File: config.mk
export PLATFORM = sky130hd
export DESIGN_NAME = ex_mem_stage
export DESIGN_NICKNAME = d
export VERILOG_FILES = /design/src/rtl/ex_mem_stage.sv
export SDC_FILE = /design/constraint.sdc
export NUM_CORES = 1
export LEC_CHECK = 0
export BUFFER_PORTS_ARGS = -buffer_cell sky130_fd_sc_hd__buf_2
export CAP_MARGIN = 25
export CORE_MARGIN = 4
export CORE_UTILIZATION = 35
export DETAILED_ROUTE_END_ITERATION = 12
export GPL_ROUTABILITY_DRIVEN = 0
export GPL_TIMING_DRIVEN = 0
export HOLD_SLACK_MARGIN = 0.03
export SYNTH_ARGS = -nofsm -noshare
export SYNTH_HDL_FRONTEND = slang
export SYNTH_SLANG_ARGS = --single-unit
File: constraint.sdc
create_clock -name clk_i -period 4.2 [get_ports clk_i]
set_input_delay 0.84 -clock clk_i [delete_from_list [all_inputs] [get_ports clk_i]]
set_output_delay 0.84 -clock clk_i [all_outputs]
set_load 0.05 [all_outputs]
File: src/rtl/ex_mem_stage.sv
// ex_mem_stage: elastic EX->MEM pipeline register for the RISC-V core.
// Holds the ALU result, store data, destination register and the
// memory/writeback control bits behind a valid/ready handshake on both sides.
// Optional feature macro: EX_MEM_SKID_EN adds a second (skid) slot and a
// registered in_ready_o. Without it the stage is a single slot whose
// in_ready_o is combinational.
module ex_mem_stage #(
  parameter int DATA_W     = 32,
  parameter int REG_ADDR_W = 5
) (
  input  logic                  clk_i,
  input  logic                  rst_n_i,
  input  logic                  in_valid_i,
  output logic                  in_ready_o,
  input  logic                  flush_i,
  input  logic                  reg_write_i,
  input  logic                  mem_to_reg_i,
  input  logic                  mem_read_i,
  input  logic                  mem_write_i,
  input  logic [DATA_W-1:0]     alu_result_i,
  input  logic [DATA_W-1:0]     rs2_data_i,
  input  logic [REG_ADDR_W-1:0] rd_addr_i,
  output logic                  out_valid_o,
  input  logic                  out_ready_i,
  output logic                  reg_write_o,
  output logic                  mem_to_reg_o,
  output logic                  mem_read_o,
  output logic                  mem_write_o,
  output logic [DATA_W-1:0]     alu_result_o,
  output logic [DATA_W-1:0]     mem_data_o,
  output logic [REG_ADDR_W-1:0] rd_addr_o,
  output logic [1:0]            occupancy_o
);

  // One slot's contents packed as {reg_write, mem_to_reg, mem_read, mem_write,
  // alu_result, store_data, rd_addr}.
  localparam int PayW = 4 + 2 * DATA_W + REG_ADDR_W;

  logic [PayW-1:0]       in_payload;
  logic [PayW-1:0]       main_q;
  logic                  in_xfer;
  logic                  out_xfer;
  logic                  out_valid;
  logic                  in_ready;
  logic                  main_reg_write;
  logic                  main_mem_to_reg;
  logic                  main_mem_read;
  logic                  main_mem_write;

  // Writes to x0 are architecturally discarded, so never carry them forward.
  assign in_payload = {reg_write_i && (rd_addr_i != '0), mem_to_reg_i,
                       mem_read_i, mem_write_i, alu_result_i, rs2_data_i,
                       rd_addr_i};

  assign in_xfer  = in_valid_i && in_ready;
  assign out_xfer = out_valid && out_ready_i;

  assign {main_reg_write, main_mem_to_reg, main_mem_read, main_mem_write,
          alu_result_o, mem_data_o, rd_addr_o} = main_q;

  // Control bits are qualified by valid so an empty slot never issues a
  // memory access or a register writeback downstream.
  assign reg_write_o  = main_reg_write  && out_valid;
  assign mem_to_reg_o = main_mem_to_reg && out_valid;
  assign mem_read_o   = main_mem_read   && out_valid;
  assign mem_write_o  = main_mem_write  && out_valid;

  assign out_valid_o = out_valid;
  assign in_ready_o  = in_ready;

`ifdef EX_MEM_SKID_EN

  typedef enum logic [1:0] {
    ST_EMPTY = 2'd0,
    ST_FULL  = 2'd1,
    ST_SKID  = 2'd2
  } state_t;

  state_t          state_q;
  logic [PayW-1:0] skid_q;
  logic            in_ready_q;
  logic            out_valid_q;
  logic [1:0]      occ_q;

  assign in_ready    = in_ready_q;
  assign out_valid   = out_valid_q;
  assign occupancy_o = occ_q;

  // Slot FSM: main slot feeds MEM, skid slot absorbs the one instruction that
  // arrives while MEM stalls, so in_ready never depends on out_ready_i.
  always_ff @(posedge clk_i or negedge rst_n_i) begin
    if (!rst_n_i) begin
      state_q     <= ST_EMPTY;
      main_q      <= '0;
      skid_q      <= '0;
      in_ready_q  <= 1'b1;
      out_valid_q <= 1'b0;
      occ_q       <= 2'd0;
    end else if (flush_i) begin
      state_q     <= ST_EMPTY;
      in_ready_q  <= 1'b1;
      out_valid_q <= 1'b0;
      occ_q       <= 2'd0;
    end else begin
      case (state_q)
        ST_EMPTY: begin
          if (in_xfer) begin
            main_q      <= in_payload;
            state_q     <= ST_FULL;
            out_valid_q <= 1'b1;
            occ_q       <= 2'd1;
          end
        end
        ST_FULL: begin
          if (in_xfer && out_xfer) begin
            main_q <= in_payload;
          end else if (in_xfer) begin
            skid_q     <= in_payload;
            state_q    <= ST_SKID;
            in_ready_q <= 1'b0;
            occ_q      <= 2'd2;
          end else if (out_xfer) begin
            state_q     <= ST_EMPTY;
            out_valid_q <= 1'b0;
            occ_q       <= 2'd0;
          end
        end
        ST_SKID: begin
          if (out_xfer) begin
            main_q     <= skid_q;
            state_q    <= ST_FULL;
            in_ready_q <= 1'b1;
            occ_q      <= 2'd1;
          end
        end
        default: begin
          state_q     <= ST_EMPTY;
          in_ready_q  <= 1'b1;
          out_valid_q <= 1'b0;
          occ_q       <= 2'd0;
        end
      endcase
    end
  end

`else

  logic main_valid_q;

  assign out_valid   = main_valid_q;
  assign in_ready    = !main_valid_q || out_ready_i;
  assign occupancy_o = {1'b0, main_valid_q};

  // Single slot: refill on accept (also when draining), empty on drain or flush.
  always_ff @(posedge clk_i or negedge rst_n_i) begin
    if (!rst_n_i) begin
      main_valid_q <= 1'b0;
      main_q       <= '0;
    end else if (flush_i) begin
      main_valid_q <= 1'b0;
    end else if (in_xfer) begin
      main_valid_q <= 1'b1;
      main_q       <= in_payload;
    end else if (out_xfer) begin
      main_valid_q <= 1'b0;
    end
  end

`endif

endmodule

# Yosys cells after proc, flatten, opt, wreduce, memory -nomap -nowiden
# Index checks and enable logic that the tools add are counted.
[word_totals]
register_bits = 74
output_inout_bits = 77
word_cells = 18
[classes]
n_mux = 3
bitwise_logic = 1
reduce_logical = 12
[op_table]
columns = ["cell", "n"]
rows = [
  ["$logic_and 1x1->1", 7],
  ["$reduce_bool 5->1", 1],
  ["$mux 1", 3],
  ["$reduce_bool 3->1", 1],
  ["$reduce_and 2->1", 1],
  ["$logic_not 1->1", 1],
  ["$logic_or 1x1->1", 1],
  ["$not 1->1", 1],
]

# Depth between registers and ports, before layout
# Gate-level depths: netlist (run 1).
[logic_depth]
depth_word = 5
mapped_depth = 5

# Worst setup path before layout (run 1)
# Ideal clock, no wire load.
[synth_path]
path_type = "input-to-output"
start = "input port out_ready_i"
end = "output port in_ready_o"
t_arrival_ns = 1.173
t_required_ns = 3.360
path_slack_ns = 2.187
stages = 2
n_path_buf = 0
path_cell_list = "nor2b_4 > inv_1"
[synth_via]
elab_chain_len = 1
[synth_rtl]
columns = ["element", "line", "source"]
rows = [
  ["from (decl)", "24", "input logic out_ready_i,"],
  ["$logic_or 1x1->1", "151", "assign in_ready = !main_valid_q || out_ready_i;"],
  ["to (decl)", "14", "output logic in_ready_o,"],
]
# Every way passes these cells.

# Worst setup path in the final report (run 1)
# Same ends and word-level chain as after synthesis.

==> results of run 1 <==
worst min path at each step:
stage,start,to,depth (start not counted)
after floorplan,main_q[69],main_q[69],1
after global placement,main_q[71],main_q[71],1
after detailed placement,main_q[20],main_q[20],1
after CTS,rst_n_i,main_q[60],1
after global routing,rst_n_i,main_q[67],1
final,rst_n_i,main_q[60],1
flip-flops by register name, indices dropped and copies added (netlist names):
register     count
out_valid_o      1
main_q          73
power by group:
group,total [uW],internal [uW],leakage (uW),switching [uW]
logic,1010,420,0.00160,586
registers,902,833,0.000871,68.6
clock network,759,504,0.000143,255
total,2670,1760,0.00261,910
synth_stat cells:
cell type	n	area, um2
nor3b_2	1	12.51
buf_12	7	140.1
buf_6	1	11.26
buf_4	71	533.0
conb_1	1	3.750
mux2i_1	1	10.01
mux2_2	3	33.78
o21ai_0	1	5.000
inv_1	2	7.510
or4_1	1	7.510
and2_2	4	30.03
mux2_4	69	1036
nor2b_4	1	13.76
dfrtp_1	74	1852
nor2_1	2	7.510
critical path, delay by kind of cell:
| family | cells | cell delay (ns) |
|---|---|---|
| simple gates | 1 | 0.13 |
| buf+inv | 3 | 0.37 |
placed cells by master, fill, tap and decap left out, types with 2 or more instances in the layout:
| cell type | instances |
|---|---|
| inv_1 | 2 |
| nor2_1 | 2 |
| dfrtp_1 | 74 |
| buf_4 | 72 |
| mux2_4 | 69 |
| buf_12 | 7 |
| mux2_2 | 3 |
| clkbuf_8 | 12 |
| bufinv_16 | 4 |
| and2_2 | 4 |
| buf_2 | 152 |
cells by family after synthesis:
logic type | Yosys count | share of synthesized area
AO/OA/AOI/OAI | 1 | 0.001350
buffers and inverters | 81 | 0.1868
flip-flops | 74 | 0.5000
multiplexers | 73 | 0.2916
other | 1 | 0.001013
AND/OR/NAND/NOR | 9 | 0.01926
layout make-up:
| cell class | count | area (um2) | share of cell area |
|---|---|---|---|
| buffer | 79 | 684.4 | 0.1381 |
| clock inverter | 4 | 120.1 | 0.02424 |
| tap | 136 | 170.2 | 0.03434 |
| clock buffer | 12 | 165.2 | 0.03333 |
| inverter | 2 | 7.507 | 0.001515 |
| timing repair buffer | 154 | 795.8 | 0.1606 |
| sequential | 74 | 1852 | 0.3737 |
| multi-input combinational | 84 | 1160 | 0.2341 |
per-stage QoR:
stage	hold slack, ns	cell area [um2]	setup WS [ns]	std cells	power (uW)
2_1_floorplan	0.4739	3704	2.187	239	1728
3_3_place_gp	0.4920	4639	1.800	528	1916
3_5_place_dp	0.4940	4669	2.009	529	1931
4_1_cts	0.4231	4955	2.009	545	2714
5_1_grt	0.4381	4955	1.963	545	2797
6_report	0.4268	4955	2.022	545	2668
per-layer routing:
metal	part of all wire	vias to the layer above	GRT usage
li1	-	1052	-
met1	0.42	1054	0.1445
met2	0.49	86	0.2027
met3	0.076	12	0.03712
met4	0.018	2	0.05747
met5	0.0018	-	0
==> key figures, run 1 <==
Status
  – Status: finished, final reports clean

Critical path
  – CP endpoint: in_ready_o
  – Crit-path max cell delay: 0.21 ns
  – R2R setup slack: ~2.5 ns
  – FF-to-FF path depth: 5
  – Startpoint Class: input pin
  – Reg-to-Reg Start: out_valid_o
  – Top cell by count, worst path: buf_2
  – Crit path kind: input pin to output pin
  – CP Data Required Time: roughly 3.4 ns
  – Critical Path AT: ~1.3 ns
  – Critical Path Fanout Max: 3
  – End of the worst register-to-register path: main_q[33]
  – Crit path capture type: output pin
  – Crit. Startpoint: out_ready_i
  – Max stage delay cell, worst path: buf_2
  – CP cell instances: buf_2 -> nor2b_4 -> inv_1 -> buf_2

Layout
  – Share of cells above drive strength 1: 0.7995
  – Number of fill cells in the layout: approximately 960
  – Area grow syn2layout: 33.78%
  – Final net count: a little under 500
  – Core Util, Final: 0.4799
  – # diodes: 0

Timing
  – F_max: 0.4590 GHz
  – Final setup fails: 0
  – Final Hold Fails: 0
  – Final setup skew: about 0.0075 ns
  – Final period util: 0.5187
  – Slew Viols, Final: 0
  – Min Tclk post-route: about 2.2 ns
  – Setup TNS: 0 ns
  – RSZ-0062 raised after global routing: false

Synth
  – #FFs+latches synth: 74
  – Net count after synthesis: ~320
  – Post-synthesis cell area: around 3700 um2
  – Sequential-to-total area share from yosys stat: 0.5000
  – Netlist cell types: 15
  – Yosys warns: 0
  – Average cell area after synthesis: between 15 and 20 um2
  – Mapped Cells: 239

Drt
  – Final wirelength: a little over 7 mm
  – DRC: 0
  – First-pass iteration count of the detailed router: 4
  – Via Count: about 2.2k
  – Initial DRC Count: 50
  – Routed vias/inst: 4.048
  – Routed Antenna Nets: 0
  – WL/cell: ~13 um

Global routing
  – Tot GR Track Use: 0.1222
  – First-pass GRT wire length: around 12 mm
  – Number of global-route vias before repair: around 2.4k
  – Largest net degree at the start of global routing: 47
  – GRT Residual Overflow: 0
  – Initial antenna violation count: 1

Die
  – # IOs: around 160
  – Die ar.: 12,290 um2
  – Die width: approximately 110 um
  – Starting Density: 0.3587
  – Core area: between 10,000 and 15,000 um2
  – FP Rows: 37
  – Chip height: roughly 110 um

Power
  – P_leak: around 0.0026 uW
  – VDD IR-drop max: 0.2236 mV
  – Pwr Density: 538.5 nW/um2

Clock network
  – CTS Hold Buffers Added: 0
  – # resized after CTS: 0
  – CTS Sinks: 74
  – CTS tree: built
  – H-Tree Level Count: 3
  – Worst skew pair latency: 0.33 ns
  – CTS Root Cell: clkbuf_8
  – Max clock buf depth: 2
  – Cts bufs inserted: 9
  – CTS clk-pin slew, worst paths: ~0.08 ns
  – Post-CTS setup buffers: 0

Placement
  – Detailed Place HPWL: roughly 5.5 mm
  – Port buffer count: around 150

Worst hold path
  – Hold Crit Class: input pin to asynchronous set/reset pin

Run
  – Max Cap Viol: 0
Note: power is estimated with default switching activity, not from simulation.
==> run 2: changes to the inputs <==
==> constraint.sdc (replaced) <==
create_clock -name clk_i -period 2.06 [get_ports clk_i]
set_input_delay 0.412 -clock clk_i [delete_from_list [all_inputs] [get_ports clk_i]]
set_output_delay 0.412 -clock clk_i [all_outputs]
set_load 0.05 [all_outputs]
==> run 2 against run 1 <==
Global-route usage did not move. Total power up 100%. Via count grew 0.18%. Setup slack got worse by 1.6 ns. Cell count up 0.18%. Wire length is essentially flat. Clock power grew 100%. Clock skew hardly changed. Register-to-register slack worse by 2.1 ns. Design area up 0.20%. Non-clock buffer count grew 1.
==> key figures, run 2 (same netlist as run 1, synthesis figures left out) <==
Status
  – Status: finished, final reports clean (unchanged)

Layout
  – Most frequent cells in the layout: buf_2, dfrtp_1, buf_4 (unchanged)
  – Finished Layout Cells: 546 (was 545)
  – Area grow syn2layout: 34.05% (was 33.78%)
  – # diodes: 0 (unchanged)
  – Most flop-heavy register: main_q (unchanged)
  – Max reg flops: 73 (unchanged)
  – Final net count: 483 (was 482)
  – Number of fill cells in the layout: 956 (unchanged)
  – Share of cells above drive strength 1: 0.7976 (was 0.7995)
  – Commonest non-fill, non-tap cell in the layout: buf_2 (unchanged)

Critical path
  – Crit path capture type: output pin (unchanged)
  – FF-to-FF path depth: 5 (unchanged)
  – Reg-to-Reg Start: out_valid_o (unchanged)
  – Critical Path Fanout Max: 7 (was 3)
  – Crit path kind: flip-flop to output pin (was input pin to output pin)
  – End of the worst register-to-register path: main_q[33] (unchanged)
  – R2R setup slack: 0.39 ns (was 2.53 ns)
  – Startpoint Class: flip-flop (was input pin)
  – CP Data Required Time: 1.65 ns (was 3.36 ns)
  – Critical Path AT: 1.27 ns (was 1.34 ns)

Timing
  – Slew Viols, Final: 0 (unchanged)
  – Setup TNS: 0 ns (unchanged)
  – F_max: around 0.59 GHz
  – Final setup skew: 0.007534 ns (about the same)
  – Fin Hold WS: 0.2490 ns (was 0.4268 ns)
  – Final setup fails: 0 (unchanged)
  – Final period util: 0.8161
  – Final Hold Fails: 0 (unchanged)
  – RSZ-0062 raised after global routing: false (unchanged)
  – Min Tclk post-route: about 1.7 ns

Drt
  – Via Count: 2,210 (was 2,206)
  – Wl on met1: 3.011 mm (was 3.019 mm)
  – Routed Antenna Nets: 0 (unchanged)
  – WL met2: 3.558 mm (was 3.540 mm)
  – DRC: 0 (unchanged)
  – Final wirelength: 7.257 mm (was 7.255 mm)
  – WL/cell: 13.29 um (was 13.31 um)
  – Initial DRC Count: 43 (was 50)
  – DR top layer: met5 (unchanged)
  – Routed vias/inst: 4.048 (about the same)
  – WL met3: 545 um (was 553 um)
  – First-pass iteration count of the detailed router: 4 (unchanged)

Placement
  – Detailed Place HPWL: 5.476 mm (unchanged)
  – Placed Cells: 529 (unchanged)
  – Port buffer count: 153 (unchanged)

Run
  – Max Cap Viol: 0 (unchanged)

Power
  – Pwr Density: 1096 nW/um2 (was 538.5 nW/um2)
  – VDD IR-drop max: 0.4559 mV (was 0.2236 mV)
  – P_leak: 0.002617 uW (was 0.002612 uW)

Die
  – # IOs: 155 (unchanged)
  – Chip height: 110.9 um (unchanged)
  – Die ar.: 12,290 um2 (unchanged)
  – Starting Density: 0.3587 (unchanged)
  – Die width: 110.9 um (unchanged)
  – FP Rows: 37 (unchanged)
  – Core area: 10,320 um2 (unchanged)

Worst hold path
  – Hold Crit Class: input pin to flip-flop (was input pin to asynchronous set/reset pin)
  – Hold depth: 2
  – Hold endpoint: out_valid_o
  – Worst hold start: flush_i

Clock network
  – Worst skew pair latency: 0.33 ns (about the same)
  – Max clock buf depth: 2 (unchanged)
  – Post-CTS setup buffers: 0 (unchanged)
  – Cts bufs inserted: 9 (unchanged)
  – CTS Sinks: 74 (unchanged)
  – CTS tree: built (unchanged)
  – CTS clk-pin slew, worst paths: 0.07 ns (was 0.08 ns)
  – CTS Root Cell: clkbuf_8 (unchanged)
  – H-Tree Level Count: 3 (unchanged)

Global routing
  – Initial antenna violation count: 1 (unchanged)
  – Tot GR Track Use: 0.1222 (unchanged)
  – GRT Residual Overflow: 0 (unchanged)
  – Number of global-route vias before repair: 2,439 (was 2,437)
  – Largest net degree at the start of global routing: 47 (unchanged)
  – First-pass GRT wire length: 12.10 mm (was 12.08 mm)
run 2: changes by cell type in the layout (fill, tap and decap cells not counted), sizes merged:
cell,before,now
dlygate4sd3,0,1
run 2: cell type report:
class,count,area [um2],area share
repair buffers,155,805.8,0.1623
flip-flops and latches,74,1852,0.3730
clock buffers,12,165.2,0.03327
inverters,2,7.507,0.001512
well taps,136,170.2,0.03427
multi-input cells,84,1160,0.2336
clock inverters,4,120.1,0.02419
plain buffers,79,684.4,0.1379
run 2: power breakdown:
part | internal (uW) | switching, uW | total, uW
registers | 1700 | 140 | 1840
clock network | 1030 | 521 | 1550
logic | 858 | 1200 | 2050
total | 3580 | 1860 | 5440
run 2: through the flow:
| step | utilization | setup WS, ns | area (um2) | power, uW |
|---|---|---|---|---|
| 2_1_floorplan | - | 0.3157 | 3704 | 3522 |
| 3_3_place_gp | 0.4494 | 0.08770 | 4639 | 3907 |
| 5_1_grt | 0.4809 | 0.2511 | 4965 | 5705 |
| 4_1_cts | 0.4809 | 0.3132 | 4965 | 5535 |
| 6_report | 0.4809 | 0.3788 | 4965 | 5442 |
| 3_5_place_dp | 0.4523 | 0.3713 | 4669 | 3936 |
run 2: what timing repair did:
action	4_1_cts	5_1_grt
endpoints found under the hold margin	28	0
hold buffers	1	0
gates resized for setup	0	0
run 2: worst max-delay path by stage:
| stage | from | endpoint |
|---|---|---|
| after detailed placement | out_valid_o | main_q[64] |
| after global routing | out_valid_o | in_ready_o |
| after CTS | out_valid_o | in_ready_o |
| after floorplan | out_valid_o | main_q[0] |
| after global placement | rst_n_i | main_q[40] |
| final | out_valid_o | in_ready_o |
run 2: routing by layer:
metal | vias up | GRT usage
met1 | 1059 | 0.1445
met4 | 2 | 0.05747
met5 | - | 0
met3 | 12 | 0.03712
met2 | 84 | 0.2027
li1 | 1053 | -
run 2: worst max-delay path: stages (launching register included):
cell and delay [ns]:
dfrtp_1 0.47, nor2b_4 0.22, inv_1 0.05, buf_2 0.21
